[config.mk]
export PLATFORM = sky130hd
export DESIGN_NAME = imem_loader
export DESIGN_NICKNAME = d
export VERILOG_FILES = /design/src/rtl/imem_loader.sv
export SDC_FILE = /design/constraint.sdc
export NUM_CORES = 1
export LEC_CHECK = 0
export CORE_ASPECT_RATIO = 1.25
export CORE_MARGIN = 8
export CORE_UTILIZATION = 55
export DETAILED_ROUTE_END_ITERATION = 10
export GPL_TIMING_DRIVEN = 1
export PLACE_DENSITY = 0.8
export REMOVE_ABC_BUFFERS = 1
export SKIP_LAST_GASP = 1
export SLEW_MARGIN = 40
export SYNTH_ARGS = -nofsm -noshare
export SYNTH_HDL_FRONTEND = slang
export SYNTH_SLANG_ARGS = --single-unit
export TNS_END_PERCENT = 50
[constraint.sdc]
create_clock -name clk -period 2 [get_ports clk]
set_input_delay 0.5 -clock clk [delete_from_list [all_inputs] [get_ports clk]]
set_output_delay 0.5 -clock clk [all_outputs]
set_load 0.005 [all_outputs]
[src/rtl/imem_loader.sv]
// imem_loader
//   Receives a program image as a byte stream and writes it into the
//   instruction memory as 32-bit little-endian words. The CPU is held
//   while a session runs, and stays held if the image is rejected.
//   Image format: 16-bit word count N (low byte first), then N*4 bytes.
//
// Ports
//   clk, rst_n          clock, asynchronous active-low reset
//   start               session open pulse (taken in IDLE/DONE/ERR only)
//   rx_data/valid/ready byte stream handshake
//   mem_we/a/d          registered instruction memory write port (word index)
//   cpu_hold            CPU stall request
//   busy                header or payload in progress
//   done                one-cycle pulse on successful completion
//   error               image too large; held until the next start
module imem_loader #(
    parameter int BASE_ADDR = 256,
    parameter int DEPTH     = 192,
    parameter int AW        = 8
) (
    input  logic          clk,
    input  logic          rst_n,
    input  logic          start,
    input  logic [7:0]    rx_data,
    input  logic          rx_valid,
    output logic          rx_ready,
    output logic          mem_we,
    output logic [AW-1:0] mem_a,
    output logic [31:0]   mem_d,
    output logic          cpu_hold,
    output logic          busy,
    output logic          done,
    output logic          error
);

    // Byte address one past the last word of the memory.
    localparam logic [31:0] END_ADDR = 32'(BASE_ADDR) + 32'(DEPTH) * 32'd4;

    typedef enum logic [2:0] {
        S_IDLE, S_HDR_LO, S_HDR_HI, S_BYTE, S_WRITE, S_DONE, S_ERR
    } state_t;

    state_t        state, state_nxt;
    logic [15:0]   count;
    logic [1:0]    byte_cnt;
    logic [23:0]   word_asm;
    logic [AW-1:0] index;

    logic        xfer;
    logic        start_ok;
    logic [15:0] hdr_n;
    logic [31:0] hdr_end;
    logic        oversize;
    logic        last_word;

    assign xfer     = rx_valid && rx_ready;
    assign start_ok = start && (state == S_IDLE || state == S_DONE || state == S_ERR);

    // Full word count as it is completed by the high header byte.
    assign hdr_n    = {rx_data, count[7:0]};
    // Image end address against the memory end; all 16 bits of N take part.
    assign hdr_end  = 32'(BASE_ADDR) + {14'd0, hdr_n, 2'b00};
    assign oversize = hdr_end > END_ADDR;

    assign last_word = (16'(index) + 16'd1) == count;

    // State register
    always_ff @(posedge clk or negedge rst_n) begin
        if (!rst_n) state <= S_IDLE;
        else        state <= state_nxt;
    end

    // Next-state logic
    always_comb begin
        state_nxt = state;
        case (state)
            S_IDLE, S_DONE, S_ERR: if (start) state_nxt = S_HDR_LO;
            S_HDR_LO:              if (xfer) state_nxt = S_HDR_HI;
            S_HDR_HI: begin
                if (xfer) begin
                    if (oversize)           state_nxt = S_ERR;
                    else if (hdr_n == 16'd0) state_nxt = S_DONE;
                    else                    state_nxt = S_BYTE;
                end
            end
            S_BYTE:   if (xfer && byte_cnt == 2'd3) state_nxt = S_WRITE;
            S_WRITE:  state_nxt = last_word ? S_DONE : S_BYTE;
            default:  state_nxt = S_IDLE;
        endcase
    end

    // Moore outputs
    always_comb begin
        rx_ready = 1'b0;
        busy     = 1'b0;
        cpu_hold = 1'b0;
        error    = 1'b0;
        case (state)
            S_HDR_LO, S_HDR_HI, S_BYTE: begin
                rx_ready = 1'b1;
                busy     = 1'b1;
                cpu_hold = 1'b1;
            end
            S_WRITE: begin
                busy     = 1'b1;
                cpu_hold = 1'b1;
            end
            S_ERR: begin
                cpu_hold = 1'b1;
                error    = 1'b1;
            end
            default: ;
        endcase
    end

    // Datapath: header count, word assembly and the registered write port.
    // The write is launched on the edge that takes the 4th byte, so mem_we
    // lines up with the WRITE state cycle.
    always_ff @(posedge clk or negedge rst_n) begin
        if (!rst_n) begin
            count    <= '0;
            byte_cnt <= '0;
            word_asm <= '0;
            index    <= '0;
            mem_we   <= 1'b0;
            mem_a    <= '0;
            mem_d    <= '0;
            done     <= 1'b0;
        end else begin
            mem_we <= 1'b0;
            done   <= (state_nxt == S_DONE) && (state != S_DONE);

            if (start_ok) index <= '0;

            if (state == S_HDR_LO && xfer) count[7:0] <= rx_data;

            if (state == S_HDR_HI && xfer) begin
                count[15:8] <= rx_data;
                byte_cnt    <= '0;
            end

            if (state == S_BYTE && xfer) begin
                byte_cnt <= byte_cnt + 2'd1;
                case (byte_cnt)
                    2'd0: word_asm[7:0]   <= rx_data;
                    2'd1: word_asm[15:8]  <= rx_data;
                    2'd2: word_asm[23:16] <= rx_data;
                    default: begin
                        mem_we <= 1'b1;
                        mem_a  <= index;
                        mem_d  <= {rx_data, word_asm};
                    end
                endcase
            end

            if (state == S_WRITE) index <= index + 1'b1;
        end
    end

endmodule

==> flow_summary.toml, run 1 <==
[status]
status = "finished with violations"
violations = "setup timing"

[setup_path]
r2r-end = "mem_d[7]"
arrival_ns = 1.51
cp_top_family = "buffers and inverters"
cp_max_fo = 6
path_cells = "nor2_4, nor2_2, clkdlybuf4s50_1"
r2r_setup_slack_ns = 0.10
critPathMaxStageDelay_ns = 0.53
worstPathRequired_ns = 1.50
r2r_cells = 5
slowest_stage = "clkdlybuf4s50_1"
crit_buf_inv = 1
crit_type = "reg -> out"
start_kind = "flip-flop"
rr_startpoint = "state[2]"
timing.critical_path.to_type = "output pin"

[synth]
ys_top_cells_by_count = "dfrtp_1 (95), mux2_2 (81), nand2_1 (16)"
synth.distinct_cells = 52
syn_area_um2 = 4260
synth_top_area_frac = 0.558
synth.avg_cell_area_um2 = 13.2
yosysWarningCount = 0
synth_seq_cells = 95
synth_edf_count = 0
yosysSeqAreaShare = 0.558
synthTopCellsByArea = "dfrtp_1 (56%), mux2_2 (21%), o21ai_0 (1.5%)"
syn-instance-count = 323
synthFlopType = "dfrtp_1"
synthArstFlopShare = 1.00
synth.most_common_cell = "dfrtp_1"
yosys.area.top_type = "dfrtp_1"

[timing]
hold_violations = 0
fin_ws_ns = -0.0104
fin_setup_tns_ns = -0.0104
max_freq_ghz = 0.497
tightest_slew_ns = 0.657
rsz0062_at_grt = "yes"
fin_crit_sh = 1.01
skew_ns = 0.00925
slew_headroom = 0.562
drv_slew = 0
final-setup-viol-count = 1
period_minus_slack_ns = 2.01

[global_route]
grt_pass1_wl_mm = 15.9
grt_start_max_net_pins = 37
antenna_found_initial = 0
groute.usage.overall = 0.188
grt_overflow_total = 0
first_global_vias = 3107

[die]
io_pins = 58
die_w_um = 94.7
die_area_um2 = 10800
rows = 36
coreArea_um2 = 7660
initial_core_util = 0.556
die_h_um = 114

[cts]
holdBufCountCts = 0
root_buffer = "clkbuf_8"
cts_tree = "yes"
clock_sinks = 95
cts_buffer_depth = 2
cts_buffers = 9
worstSkewPairLatency_ns = 0.36
path_clk_slew_ns = 0.08
htreeDepth = 3

[worst_hold_path]
min_path_type = "in -> async"

[routing]
drc = 0
ant_nets = 0
vias = 2865
finalWirelength_mm = 9.16
first_pass_iters = 4
drt_iter0_markers = 121
routedWlPerCell_um = 18.0
drt-vias-per-instance = 5.63

[cells_and_area]
layout.nets = 426
syn_to_final_growth_pct = 27.1
drive_above_1_share = 0.374
diodes = 0

[flow_run]
drv_cap = 0

[placement]
portBuffers = 57
hpwl_mm = 6.78
gp_congestion = 0.811
dp_worst_setup_slack_ns = -0.399

[power]
p_leak_nw = 2.43
peakVddDrop_mv = 0.730
power_density_nw_per_um2 = 1330
==> metal layers <==
metal	up-vias	GRT usage	wire [um]
met3	18	0.0420	384
met4	0	0.0856	234
met1	1461	0.228	3780
met5	-	0	0
li1	1325	-	-
met2	61	0.308	4770
==> kinds of logic (layout without fill, tap and decap cells) <==
group | count (synthesis) | count (layout) | share of synthesized area
XOR/XNOR | 8 | 8 | 0.0164
buffers and inverters | 20 | 111 | 0.0261
multiplexers | 85 | 85 | 0.225
adder cells (fa/ha/maj) | 5 | 5 | 0.0147
AO/OA/AOI/OAI | 39 | 39 | 0.0652
flip-flops | 95 | 95 | 0.558
AND/OR/NAND/NOR | 71 | 71 | 0.0946
==> placed cells by master, fill, tap and decap left out, types with 5 or more instances in the layout <==
cell type,instances
buf_12,5
buf_4,29
clkbuf_8,9
clkdlybuf4s50_1,53
dfrtp_1,89
dfrtp_2,6
inv_1,5
mux2_2,81
nand2_1,16
nor2_1,14
o21ai_0,13
==> sequential cells by signal, indices dropped and copies added (netlist names) <==
name and flops:
state 3, mem_d 32, done 1, count 16, mem_a 8, index 8, byte_cnt 2, word_asm 24
mem_we 1
==> power breakdown <==
part / switching [mW] / total, mW / leakage (nW) / internal, mW
clock: 0.642 / 1.35 / 0.0958 / 0.705
combinational: 1.02 / 2.68 / 1.10 / 1.66
sequential: 0.531 / 3.19 / 1.23 / 2.66
total: 2.19 / 7.22 / 2.43 / 5.03
==> metrics by stage <==
step | hold slack (ns) | power [mW] | instances | utilization | area [um2]
6_report | 0.0379 | 7.22 | 509 | 0.707 | 5410
5_1_grt | 0.0381 | 7.70 | 509 | 0.707 | 5410
4_1_cts | 0.0320 | 7.25 | 507 | 0.701 | 5370
3_5_place_dp | 0.425 | 5.87 | 491 | 0.673 | 5150
3_3_place_gp | 0.427 | 5.73 | 491 | 0.673 | 5150
2_1_floorplan | 0.204 | 4.45 | 308 | - | 4170
==> area by class of cell <==
class / instances / area, um2
Clock inverter: 5 / 82.6
Multi-Input combinational cell: 208 / 1800
Sequential cell: 95 / 2380
Clock buffer: 11 / 131
Inverter: 5 / 18.8
Timing Repair Buffer: 90 / 878
Tap cell: 95 / 119
Fill cell: 548 / 2240
==> worst max-delay path by stage <==
| stage | startpoint | end | slack (ns) | depth (start not counted) |
|---|---|---|---|---|
| after floorplan | state[0] | mem_a[0] | -0.38 | 3 |
| after global placement | rx_data[3] | done | -0.22 | 8 |
| after detailed placement | rx_data[3] | done | -0.40 | 8 |
| after CTS | state[2] | rx_ready | -0.07 | 2 |
| after global routing | state[0] | rx_ready | -0.05 | 3 |
| final | state[0] | rx_ready | -0.01 | 3 |
==> timing repair <==
action                     in CTS  in global routing
gates resized for setup         6                  8
setup endpoints to repair       5                  7
buffers inserted                0                  2
pin swaps                       1                  0
==> worst register-to-register path, cell delays in order, from the launching register on <==
cell	delay (ns)
dfrtp_2	0.46
buf_4	0.15
nor2b_1	0.21
and4_2	0.42
buf_12	0.20
mux2_2	0.35
(Power assumes the default switching activity.)
==> inputs of run 2 (changes only) <==
- CTS_CLUSTER_SIZE: unset -> 16
==> results of run 2 <==
Final layout, timing and power as in run 1 (identical DEF).
==> inputs of run 3 (changes only) <==
- clock period: 2 -> 2.15 ns (I/O delays scaled with it)
==> flow_summary.toml, run 3 (synthesis gave the netlist of run 1 again) <==
[cells_and_area]
fin_util = 0.697
drive_above_1_share = 0.354
syn_to_final_growth_pct = 25.3
diodes = 0
reg.largest.list = "mem_d: 32 flops, word_asm: 24 flops, count: 16 flops"
layout.nets = 425
finalInstanceArea_um2 = 5340
final_common_cell = "dfrtp_1"
largest-register = "mem_d"
final_cell_mix = "dfrtp_1 (95), mux2_2 (81), clkdlybuf4s50_1 (54)"
largest_reg_flops = 32
fillers = 569

[timing]
fin_crit_sh = 0.995
rsz0062_at_grt = "yes"
final-setup-viol-count = 0
tightest_slew_ns = 0.516
max_freq_ghz = 0.467
drv_slew = 0
fin_ws_ns = 0.00973
period_minus_slack_ns = 2.14
hold_violations = 0
slew_headroom = 0.655
skew_ns = 0.00626

[status]
status = "finished clean"

[die]
die_h_um = 114
coreArea_um2 = 7660
rows = 36
die_w_um = 94.7
die_area_um2 = 10800
initial_core_util = 0.556
io_pins = 58

[global_route]
grt_start_max_net_pins = 41
grt_overflow_total = 0
groute.usage.overall = 0.183
grt_pass1_wl_mm = 15.4
first_global_vias = 3120
antenna_found_initial = 0

[power]
peakVddDrop_mv = 0.933
power_density_nw_per_um2 = 1230
p_leak_nw = 2.43

[routing]
ant_nets = 0
first_pass_iters = 4
finalWirelength_mm = 9.30
drt-vias-per-instance = 5.69
drt_iter0_markers = 120
drc = 0
vias = 2884
routedWlPerCell_um = 18.3

[setup_path]
cp_top_family = "buffers and inverters"
worstPathRequired_ns = 1.61
path_cells = "buf_4, nor2_2, nor2_1, clkdlybuf4s50_1"
timing.critical_path.to_type = "output pin"
crit_buf_inv = 2
cp_max_fo = 3
critPathLaunch = "state[1]"
crit_type = "reg -> out"
arrival_ns = 1.60
critPathMaxStageDelay_ns = 0.54
rr_startpoint = "index[1]"
start_kind = "flip-flop"
slowest_stage = "clkdlybuf4s50_1"

[cts]
cts_buffers = 9
cts_buffer_depth = 2
path_clk_slew_ns = 0.08
htreeDepth = 3
cts_tree = "yes"
worstSkewPairLatency_ns = 0.36
root_buffer = "clkbuf_8"
holdBufCountCts = 0
clock_sinks = 95

[placement]
portBuffers = 57
dpl_cell_area_um2 = 5130
hpwl_mm = 6.81
dp_worst_setup_slack_ns = -0.207
gp_congestion = 0.834

[flow_run]
drv_cap = 0

[worst_hold_path]
min_path_type = "in -> async"
[run 3: power by group]
part | switching [mW] | internal (mW) | leakage, nW
combinational | 0.976 | 1.55 | 1.09
sequential | 0.482 | 2.47 | 1.24
clock | 0.585 | 0.476 | 0.0922
total | 2.04 | 4.50 | 2.43
[run 3: final timing paths]
path | end | slack, ns | cells past startpoint
worst max-delay path | rx_ready | 0.01 | 4
worst min-delay path | mem_a[6] | 0.14 | 1
worst max register to register | done | 0.19 | 7
worst min register to register | word_asm[11] | 0.51 | 1
max in group asynchronous | mem_d[26] | 1.37 | 2
min in group clk | word_asm[11] | 0.51 | 1
[run 3: area by class of cell]
| type | count | area, um2 | area share |
|---|---|---|---|
| Clock buffer | 12 | 155 | 0.0291 |
| Clock inverter | 3 | 18.8 | 0.00352 |
| Inverter | 5 | 18.8 | 0.00352 |
| Multi-Input combinational cell | 208 | 1780 | 0.333 |
| Sequential cell | 95 | 2380 | 0.445 |
| Tap cell | 95 | 119 | 0.0223 |
| Timing Repair Buffer | 89 | 872 | 0.163 |
[run 3: routing by layer]
layer / up-vias / share of wire / track usage
li1: 1323 / - / -
met1: 1470 / 0.40 / 0.210
met2: 71 / 0.53 / 0.321
met3: 20 / 0.038 / 0.0276
met4: 0 / 0.026 / 0.0898
met5: - / 0 / 0
[run 3: through the flow]
step	hold slack [ns]	cells	setup TNS (ns)	total power, mW
after floorplan	0.242	308	-9.68	4.14
after global placement	0.482	488	-0.624	5.33
after detailed placement	0.492	488	-2.17	5.48
after CTS	0.145	506	-0.0465	6.59
after global routing	0.164	507	-0.142	6.95
final	0.135	507	0	6.54
[run 3: repair_timing]
action	CTS	global route
buffers inserted	3	1
endpoints found under the setup margin	2	3
cloned	0	0
pin swaps	1	0
gates resized for setup	1	2
